--- config.mk ---
export PLATFORM = sky130hd
export DESIGN_NAME = comm_frame_monitor
export DESIGN_NICKNAME = d
export VERILOG_FILES = /design/src/rtl/comm_pkg.sv /design/src/rtl/comm_stable_det.sv /design/src/rtl/comm_frame_monitor.sv
export SDC_FILE = /design/constraint.sdc
export NUM_CORES = 1
export LEC_CHECK = 0
export BUFFER_PORTS_ARGS = -buffer_cell sky130_fd_sc_hd__buf_2
export CORE_ASPECT_RATIO = 0.6
export CORE_MARGIN = 2
export CORE_UTILIZATION = 45
export CTS_CLUSTER_SIZE = 40
export DETAILED_ROUTE_END_ITERATION = 8
export GPL_TIMING_DRIVEN = 0
export PLACE_DENSITY = 0.69
export SETUP_SLACK_MARGIN = 0.4
export SYNTH_ARGS = -nofsm -noshare
export SYNTH_HDL_FRONTEND = slang
export SYNTH_SLANG_ARGS = --single-unit
--- constraint.sdc ---
create_clock -name clk_20M -period 2.1 [get_ports clk_20M]
set_input_delay 0.315 -clock clk_20M [delete_from_list [all_inputs] [get_ports clk_20M]]
set_output_delay 0.315 -clock clk_20M [all_outputs]
set_load 0.01 [all_outputs]
--- src/rtl/comm_pkg.sv ---
// Shared types and helpers for the serial comm channel receive path.
// Link-health encoding and frame geometry used by the monitor and its bench.
package comm_pkg;

  typedef enum logic [1:0] {
    IDLE     = 2'd0,
    OK       = 2'd1,
    DEGRADED = 2'd2,
    FAULT    = 2'd3
  } link_state_t;

  localparam int ERR_CNT_W = 16;

  // Frame layout: {error bit, received CRC, payload}.
  function automatic int frame_w(input int payload_w, input int crc_w);
    return payload_w + crc_w + 1;
  endfunction

endpackage

--- src/rtl/comm_stable_det.sv ---
// Stuck-line detector: synchronises a raw serial line and flags a break once
// the line has held one level for BRK_TIME sampled cycles.
module comm_stable_det #(
  parameter int BRK_TIME = 6240,
  parameter int CNT_W    = 16
) (
  input  logic clk_20M,
  input  logic reset_n,
  input  logic clr,
  input  logic serial_in,
  output logic line_brk,
  output logic line_brk_nxt
);

  logic             sync1, sync2, prev;
  logic [CNT_W-1:0] cnt, cnt_nxt;

  always_comb begin
    // NOTE: every signal driven here gets a default first so no path leaves it unassigned (no latch).
    cnt_nxt = cnt;
    if (clr || (sync2 != prev))
      cnt_nxt = '0;
    else if (cnt != CNT_W'(BRK_TIME))
      cnt_nxt = cnt + CNT_W'(1);
  end

  // The flag follows the counter by one register stage.
  assign line_brk_nxt = !clr && (cnt == CNT_W'(BRK_TIME));

  always_ff @(posedge clk_20M or negedge reset_n) begin
    if (!reset_n) begin
      sync1    <= 1'b0;
      sync2    <= 1'b0;
      prev     <= 1'b0;
      cnt      <= '0;
      line_brk <= 1'b0;
    end else begin
      // NOTE: non-blocking assignments so every flop samples pre-edge values.
      sync1    <= serial_in;
      sync2    <= sync1;
      prev     <= sync2;
      cnt      <= cnt_nxt;
      line_brk <= line_brk_nxt;
    end
  end

endmodule

--- src/rtl/comm_frame_monitor.sv ---
// Receive-side link supervisor: frame validation, payload latch, CRC-fault,
// timeout and line-break detection, summarised in a link-health FSM.
module comm_frame_monitor
  import comm_pkg::*;
#(
  parameter int PAYLOAD_W = 48,
  parameter int CRC_W     = 16,
  parameter int BRK_TIME  = 6240,
  parameter int TIMEOUT   = 6240,
  parameter int ERR_LIMIT = 2,
  parameter int CNT_W     = 16
) (
  input  logic                                  clk_20M,
  input  logic                                  reset_n,
  input  logic [frame_w(PAYLOAD_W, CRC_W)-1:0]  frame_in,
  input  logic [CRC_W-1:0]                      crc_cal,
  input  logic                                  frame_valid,
  input  logic                                  serial_in,
  input  logic                                  non_frame,
  input  logic                                  clr,
  output logic [PAYLOAD_W-1:0]                  data_o,
  output logic                                  data_valid,
  output logic                                  crc_err_o,
  output logic                                  timeout_o,
  output logic                                  line_brk_o,
  output logic                                  fault_o,
  output logic [1:0]                            link_state_o,
  output logic [ERR_CNT_W-1:0]                  err_cnt_o
);

  localparam int MSB = PAYLOAD_W + CRC_W;

  logic [CNT_W-1:0]     tmo_cnt, tmo_cnt_nxt;
  logic                 timeout_nxt, line_brk_nxt;
  logic [3:0]           consec, consec_nxt;
  logic                 crc_err_nxt;
  logic [ERR_CNT_W-1:0] err_cnt_nxt;
  logic                 frame_ok, fv_eff, good, bad;
  link_state_t          state, state_nxt;

  comm_stable_det #(
    .BRK_TIME (BRK_TIME),
    .CNT_W    (CNT_W)
  ) u_brk (
    .clk_20M      (clk_20M),
    .reset_n      (reset_n),
    .clr          (clr),
    .serial_in    (serial_in),
    .line_brk     (line_brk_o),
    .line_brk_nxt (line_brk_nxt)
  );

  assign frame_ok = (crc_cal == frame_in[MSB-1 -: CRC_W]) && !frame_in[MSB];
  // A broken line makes the deserialiser output meaningless, so frames are dropped.
  assign fv_eff   = frame_valid && !line_brk_o && !clr;
  assign good     = fv_eff && frame_ok;
  assign bad      = fv_eff && !frame_ok;

  always_comb begin
    tmo_cnt_nxt = tmo_cnt;
    timeout_nxt = 1'b0;
    if (clr || line_brk_o) begin
      tmo_cnt_nxt = '0;
    end else if (non_frame) begin
      if (tmo_cnt != CNT_W'(TIMEOUT))
        tmo_cnt_nxt = tmo_cnt + CNT_W'(1);
      timeout_nxt = (tmo_cnt == CNT_W'(TIMEOUT));
    end else begin
      tmo_cnt_nxt = '0;
    end
  end

  always_comb begin
    consec_nxt  = consec;
    crc_err_nxt = crc_err_o;
    err_cnt_nxt = err_cnt_o;
    if (clr) begin
      consec_nxt  = '0;
      crc_err_nxt = 1'b0;
      err_cnt_nxt = '0;
    end else if (line_brk_o) begin
      consec_nxt  = '0;
      crc_err_nxt = 1'b0;
    end else if (good) begin
      consec_nxt  = '0;
      crc_err_nxt = 1'b0;
    end else if (bad) begin
      if (consec != 4'(ERR_LIMIT))
        consec_nxt = consec + 4'd1;
      if (consec_nxt == 4'(ERR_LIMIT))
        crc_err_nxt = 1'b1;
      if (err_cnt_o != '1)
        err_cnt_nxt = err_cnt_o + ERR_CNT_W'(1);
    end
  end

  // FAULT is sticky: only a clean frame on a healthy line releases it.
  always_comb begin
    state_nxt = state;
    if (clr) begin
      state_nxt = IDLE;
    end else if (line_brk_nxt || timeout_nxt || crc_err_nxt) begin
      state_nxt = FAULT;
    end else begin
      unique case (state)
        IDLE, OK, DEGRADED: begin
          if (good)     state_nxt = OK;
          else if (bad) state_nxt = DEGRADED;
        end
        FAULT: if (good && !timeout_o) state_nxt = OK;
        default: state_nxt = IDLE;
      endcase
    end
  end

  always_ff @(posedge clk_20M or negedge reset_n) begin
    if (!reset_n) begin
      data_o     <= '0;
      data_valid <= 1'b0;
      crc_err_o  <= 1'b0;
      timeout_o  <= 1'b0;
      tmo_cnt    <= '0;
      consec     <= '0;
      err_cnt_o  <= '0;
      state      <= IDLE;
    end else begin
      if (good)
        data_o <= frame_in[PAYLOAD_W-1:0];
      data_valid <= good;
      crc_err_o  <= crc_err_nxt;
      timeout_o  <= timeout_nxt;
      tmo_cnt    <= tmo_cnt_nxt;
      consec     <= consec_nxt;
      err_cnt_o  <= err_cnt_nxt;
      state      <= state_nxt;
    end
  end

  assign link_state_o = state;
  assign fault_o      = crc_err_o | timeout_o | line_brk_o;

endmodule

After elaboration in Yosys (flattened, before gate mapping). Index checks and enable logic that the tools add are counted.

Bits in registers: 109. Input bits: 87. Logic and storage cells: 92.

$add $sub $neg: 4. Eq/ne operators: 17. Mux-type cells: 32. Bitwise gates (word level): 2. Reductions and logical operators: 24.

Operators by type and width (number): 16-bit 2-to-1 mux (10); 16-bit by 1-bit adder with 16-bit output, second input constant (3); 4-bit 2-to-1 mux (9); 16-bit by 13-bit equality test with 1-bit output, second input constant (2); 16-bit by 13-bit != test with 1-bit output, second input constant (2); 16-bit equality test (1); 16-bit != test, second input constant (1); 2-bit 2-to-1 mux (5); 1-bit logical AND (7); 1-bit 2-to-1 mux (7); 2-bit nonzero test (3); 1-bit zero test (5); 5-bit != test, second input constant (1); 4-bit by 1-bit adder with 4-bit output, second input constant (1); 2-bit equality test, second input constant (2); 4-bit by 2-bit equality test with 1-bit output, second input constant (1); 1-bit logical OR (4); 2-bit != test, second input constant (2); 4-bit by 2-bit != test with 1-bit output, second input constant (1); 4-bit != test, second input constant (1); 2-bit case mux with 2 select lines (1); 4-bit AND reduction (1); 4-bit nonzero test (1); 3-bit by 1-bit != test with 1-bit output, second input constant (1); other kinds (6) (7).

Longest topological paths before layout.
Word-level depth: 17. Depth in mapped cells: 8.

Modules after synthesis. A second synthesis with hierarchy kept.

Cell total of the unflattened synthesis: 463. Area total of the unflattened synthesis: 5260.0 µm².

Modules (own cells, without submodules): comm_frame_monitor (instances 1, cells each 361, area an instance 4226.6 µm², seq. area each 2227.1 µm²); comm_stable_det (instances 1, cells each 102, area an instance 1033.5 µm², seq. area each 500.5 µm²).

Worst setup path after synthesis. No wires, ideal clock.

Kind: in2reg. Start: input port crc_cal[13]. End: register data_o[0]. Data arrival time: 1859 ps. Required time: 1973 ps. Path slack: 113 ps. Cell stages on the path: 7. Buffers on the path: 2. Path through: nor2b_1 a2111oi_2 nand4b_2 nor3_4 buf_6 buf_6 mux2_1.

Word-level cells in the longest chain between the ends: 3.

RTL lines: from (decl) (line comm_frame_monitor.sv:16) `input logic [CRC_W-1:0] crc_cal,`; 16-bit equality test (line comm_frame_monitor.sv:53) `assign frame_ok = (crc_cal == frame_in[MSB-1 -: CRC_W]) && !frame_in[MSB];`; 1-bit logical AND (line comm_frame_monitor.sv:53); 1-bit logical AND (line comm_frame_monitor.sv:56) `assign good = fv_eff && frame_ok;`; to (signal assigned) (line comm_frame_monitor.sv:128) `data_o <= frame_in[PAYLOAD_W-1:0];`; to (decl) (line comm_frame_monitor.sv:21) `output logic [PAYLOAD_W-1:0] data_o,`.

No other way between the ends. A chain may end at the register's enable or synchronous reset.

Worst setup path in the final report.
Start: register u_brk.line_brk. End: register err_cnt_o[11].

Word-level cells in the longest chain between the ends: 6. Elaborated cells between the ends (all ways): 9. Classes of those cells: eq/ne: 2; reduce/logical: 7.

RTL lines: from (decl) (line comm_stable_det.sv:11) `output logic line_brk,`; from (signal assigned) (line comm_stable_det.sv:43) `line_brk <= line_brk_nxt;`; 1-bit zero test (line comm_frame_monitor.sv:55) `assign fv_eff = frame_valid && !line_brk_o && !clr;`; 1-bit logical AND (2 in a row) (line comm_frame_monitor.sv:55); 1-bit logical AND (on tied branches) (line comm_frame_monitor.sv:56, comm_frame_monitor.sv:57); 2-bit != test (no source line) or 2-bit nonzero test (tied branches); 4-bit AND reduction (no source line) (*); to (signal assigned) (line comm_frame_monitor.sv:134) `err_cnt_o <= err_cnt_nxt;`; to (decl) (line comm_frame_monitor.sv:28) `output logic [ERR_CNT_W-1:0] err_cnt_o`.

Mark *: on every way between the ends. The rest lies on a longest branch, timed or not.

==> results.toml <==
[outcome]
outcome = "complete, no violations"

[drt]
wl_per_cell_um = 17.8
avgViaCountPerCell = 5.39
num_vias = 4572
routed_wl_um = 15100
dr.pass1.iters = 5
drt_iter0_markers = 308
ant_nets = 0
drcViolationCount = 0

[power]
peakVddDrop_uv = 316
pwr_density_cell_nw_per_um2 = 553
p_leak_nw = 3.87

[synth]
synth_edf_count = 0
seq_area_frac_synth_pct = 52.5
synth.distinct_cells = 48
synth_warnings = 0
synthTopCellsByArea = "dfrtp_1 (53%), mux2_1 (8.7%), xor2_1 (4.6%)"
yosysMostFrequentCell = "dfrtp_1"
synth_top_area_cell = "dfrtp_1"
ys_ff_latch = 109
syn_avg_cell_area_um2 = 11.2
synth_top_cell_area_share_pct = 52.5
async_flop_share_pct = 100
synth_ff_type = "dfrtp_1"
netlist_instances = 465
syn_nets = 559
synth_common_cells = "dfrtp_1 (109), nor2_1 (51), mux2_1 (40), nand2_1 (27), xor2_1 (27)"
synth_area_um2 = 5190

[die]
die_area_um2 = 12400
coreArea_um2 = 11300
die_w_um = 143
rows = 30
die_y_um = 87.2
start_util_pct = 46.1
pin_count = 158

[cts]
h-tree-depth = 3
clock_latency_ps = 350
root_buffer = "clkbuf_16"
clockBufferDepth = 2
clk_pin_slew_ps = 70
cts_tree = "built"
cts_buffers = 9
cts_num_sinks = 109

[worst_setup_path]
critPathLaunchType = "flip-flop"
r2r_start = "u_brk.line_brk"
critical_path_class = "flip-flop to flip-flop"
reg2reg_slack_ps = 10
rr_worst_depth = 6
endpoint_kind = "flip-flop"
reg2reg_to = "err_cnt_o[11]"
cp.required_ps = 2370
cp.arrival_ps = 2360
crit_fanout = 4

[final_layout]
synthToLayoutAreaGrowth_pct = 51.9
num-nets-final = 795
antenna_cells = 0
layout.cells.non_filler = 849
fin_util_pct = 70.0
drive_above_1_share_pct = 51.3

[flow_run]
drv_cap = 0

[timing]
final.period_utilization_pct = 99.4
slew_headroom_pct = 57.3
setup_violations = 0
skew_ps = 6.60
fin_crit_ps = 2090
max_freq_mhz = 479
hold_violations = 0
timing.final.max_slew_violations = 0
rsz0062_at_grt = "yes"
worst_pin_slew_ps = 635

[grt]
grt_max_degree = 67
grt_overflow = 0
antenna_found_initial = 0
grt_first_pass_wirelength_um = 22800
grt_usage_pct = 23.5
grt_pass1_vias = 4417

[placed_design]
place_inst = 767
gp_congestion = 0.820
io_buffer_count = 157
dpl.hpwl_um = 8860

[min_path]
holdPathStages = 1
hp-class = "primary input to flip-flop"
min_to = "u_brk.sync1"
min_from = "serial_in"
## flip-flops by register name, summed over array words and instances, names as in the netlist, 2 cells and up
register,cells
consec,4
link_state_o,2
u_brk.cnt,16
err_cnt_o,16
data_o,48
tmo_cnt,16
## cell usage in the layout (no fill, tap or decap), drive strengths merged, types with 3 or more instances in the layout
master / synthesis / routed
a21oi: 13 / 13
and3: 6 / 6
buf: 9 / 232
clkbuf: 7 / 18
dfrtp: 109 / 109
ha: 7 / 7
inv: 16 / 17
mux2: 51 / 51
nand2: 27 / 27
nand2b: 3 / 3
nand3: 19 / 19
nand3b: 4 / 4
nand4: 13 / 13
nor2: 51 / 51
nor2b: 10 / 10
nor3: 9 / 9
nor3b: 3 / 3
nor4: 10 / 10
o21ai: 10 / 10
o31ai: 6 / 6
or3: 7 / 7
or4: 10 / 10
xnor2: 15 / 15
xor2: 27 / 27
## through the flow
stage	setup slack, ps	area, um2	hold WS, ps	TNS (ps)	total power [W]
after floorplan	160	5350	19.4	0	0.00231
after global placement	-541	6320	334	-70680	0.00247
after detailed placement	-322	6350	336	-16230	0.00249
after CTS	110	7560	65.0	0	0.00434
after global routing	-40.2	7890	65.8	-92.1	0.00453
final	11.7	7890	71.6	0	0.00436
## worst max-delay path by stage
stage / start / to / slack (ps)
after global placement: reset_n / data_o[30] / -540
after floorplan: frame_in[60] / data_o[11] / 160
after global routing: u_brk.line_brk / err_cnt_o[11] / -40
after CTS: u_brk.line_brk / err_cnt_o[11] / 110
final: u_brk.line_brk / err_cnt_o[11] / 10
after detailed placement: frame_in[60] / data_o[6] / -320
## repair_timing
action / in CTS / in global routing
resized for setup: 85 / 47
endpoints found under the setup margin: 76 / 85
gates cloned: 7 / 0
hold buffers: 1 / 0
pin swaps: 24 / 18
endpoints found under the hold margin: 23 / 0
setup buffers: 43 / 16
## area by class of cell
class	count	area [um2]
clock inverter	5	83.8
clock buffer	10	229
buffer	16	174
tap	144	180
timing repair buffer	225	1580
inverter	16	60.1
fill	766	3370
sequential	109	2740
multi-input combinational	324	2850
## power breakdown
group | switching, W | internal, W | leakage [nW]
Combinational | 0.000215 | 0.000189 | 2.22
Clock | 0.000770 | 0.00104 | 0.145
Sequential | 0.0000241 | 0.00212 | 1.50
## layer usage
metal  part of all wire, %  up-vias  track usage [%]
met5                     0        -                0
met4                   3.2        0             8.01
met3                   5.8       46             6.21
met2                    46      171             35.7
met1                    45     2237             33.1
li1                      -     2118                -
## worst max-delay path, stage by stage, from the launching register on
cell and delay (ps):
dfrtp_2 460, nor3b_4 230, o2111ai_2 180, a31o_1 270
or2_4 240, or4_4 480, a21oi_2 140
## cell families (layout without fill, tap and decap cells)
family                   Yosys count  in the layout  synth area share [%]
AND/OR/NAND/NOR                  179            179                  18.4
XOR/XNOR                          42             42                  7.08
buffers and inverters             32            272                  3.37
AO/OA/AOI/OAI                     43             43                  5.47
multiplexers                      53             53                  11.4
adder cells (fa/ha/maj)            7              7                  1.69
flip-flops                       109            109                  52.5
Power figures use the tool's default switching activity.
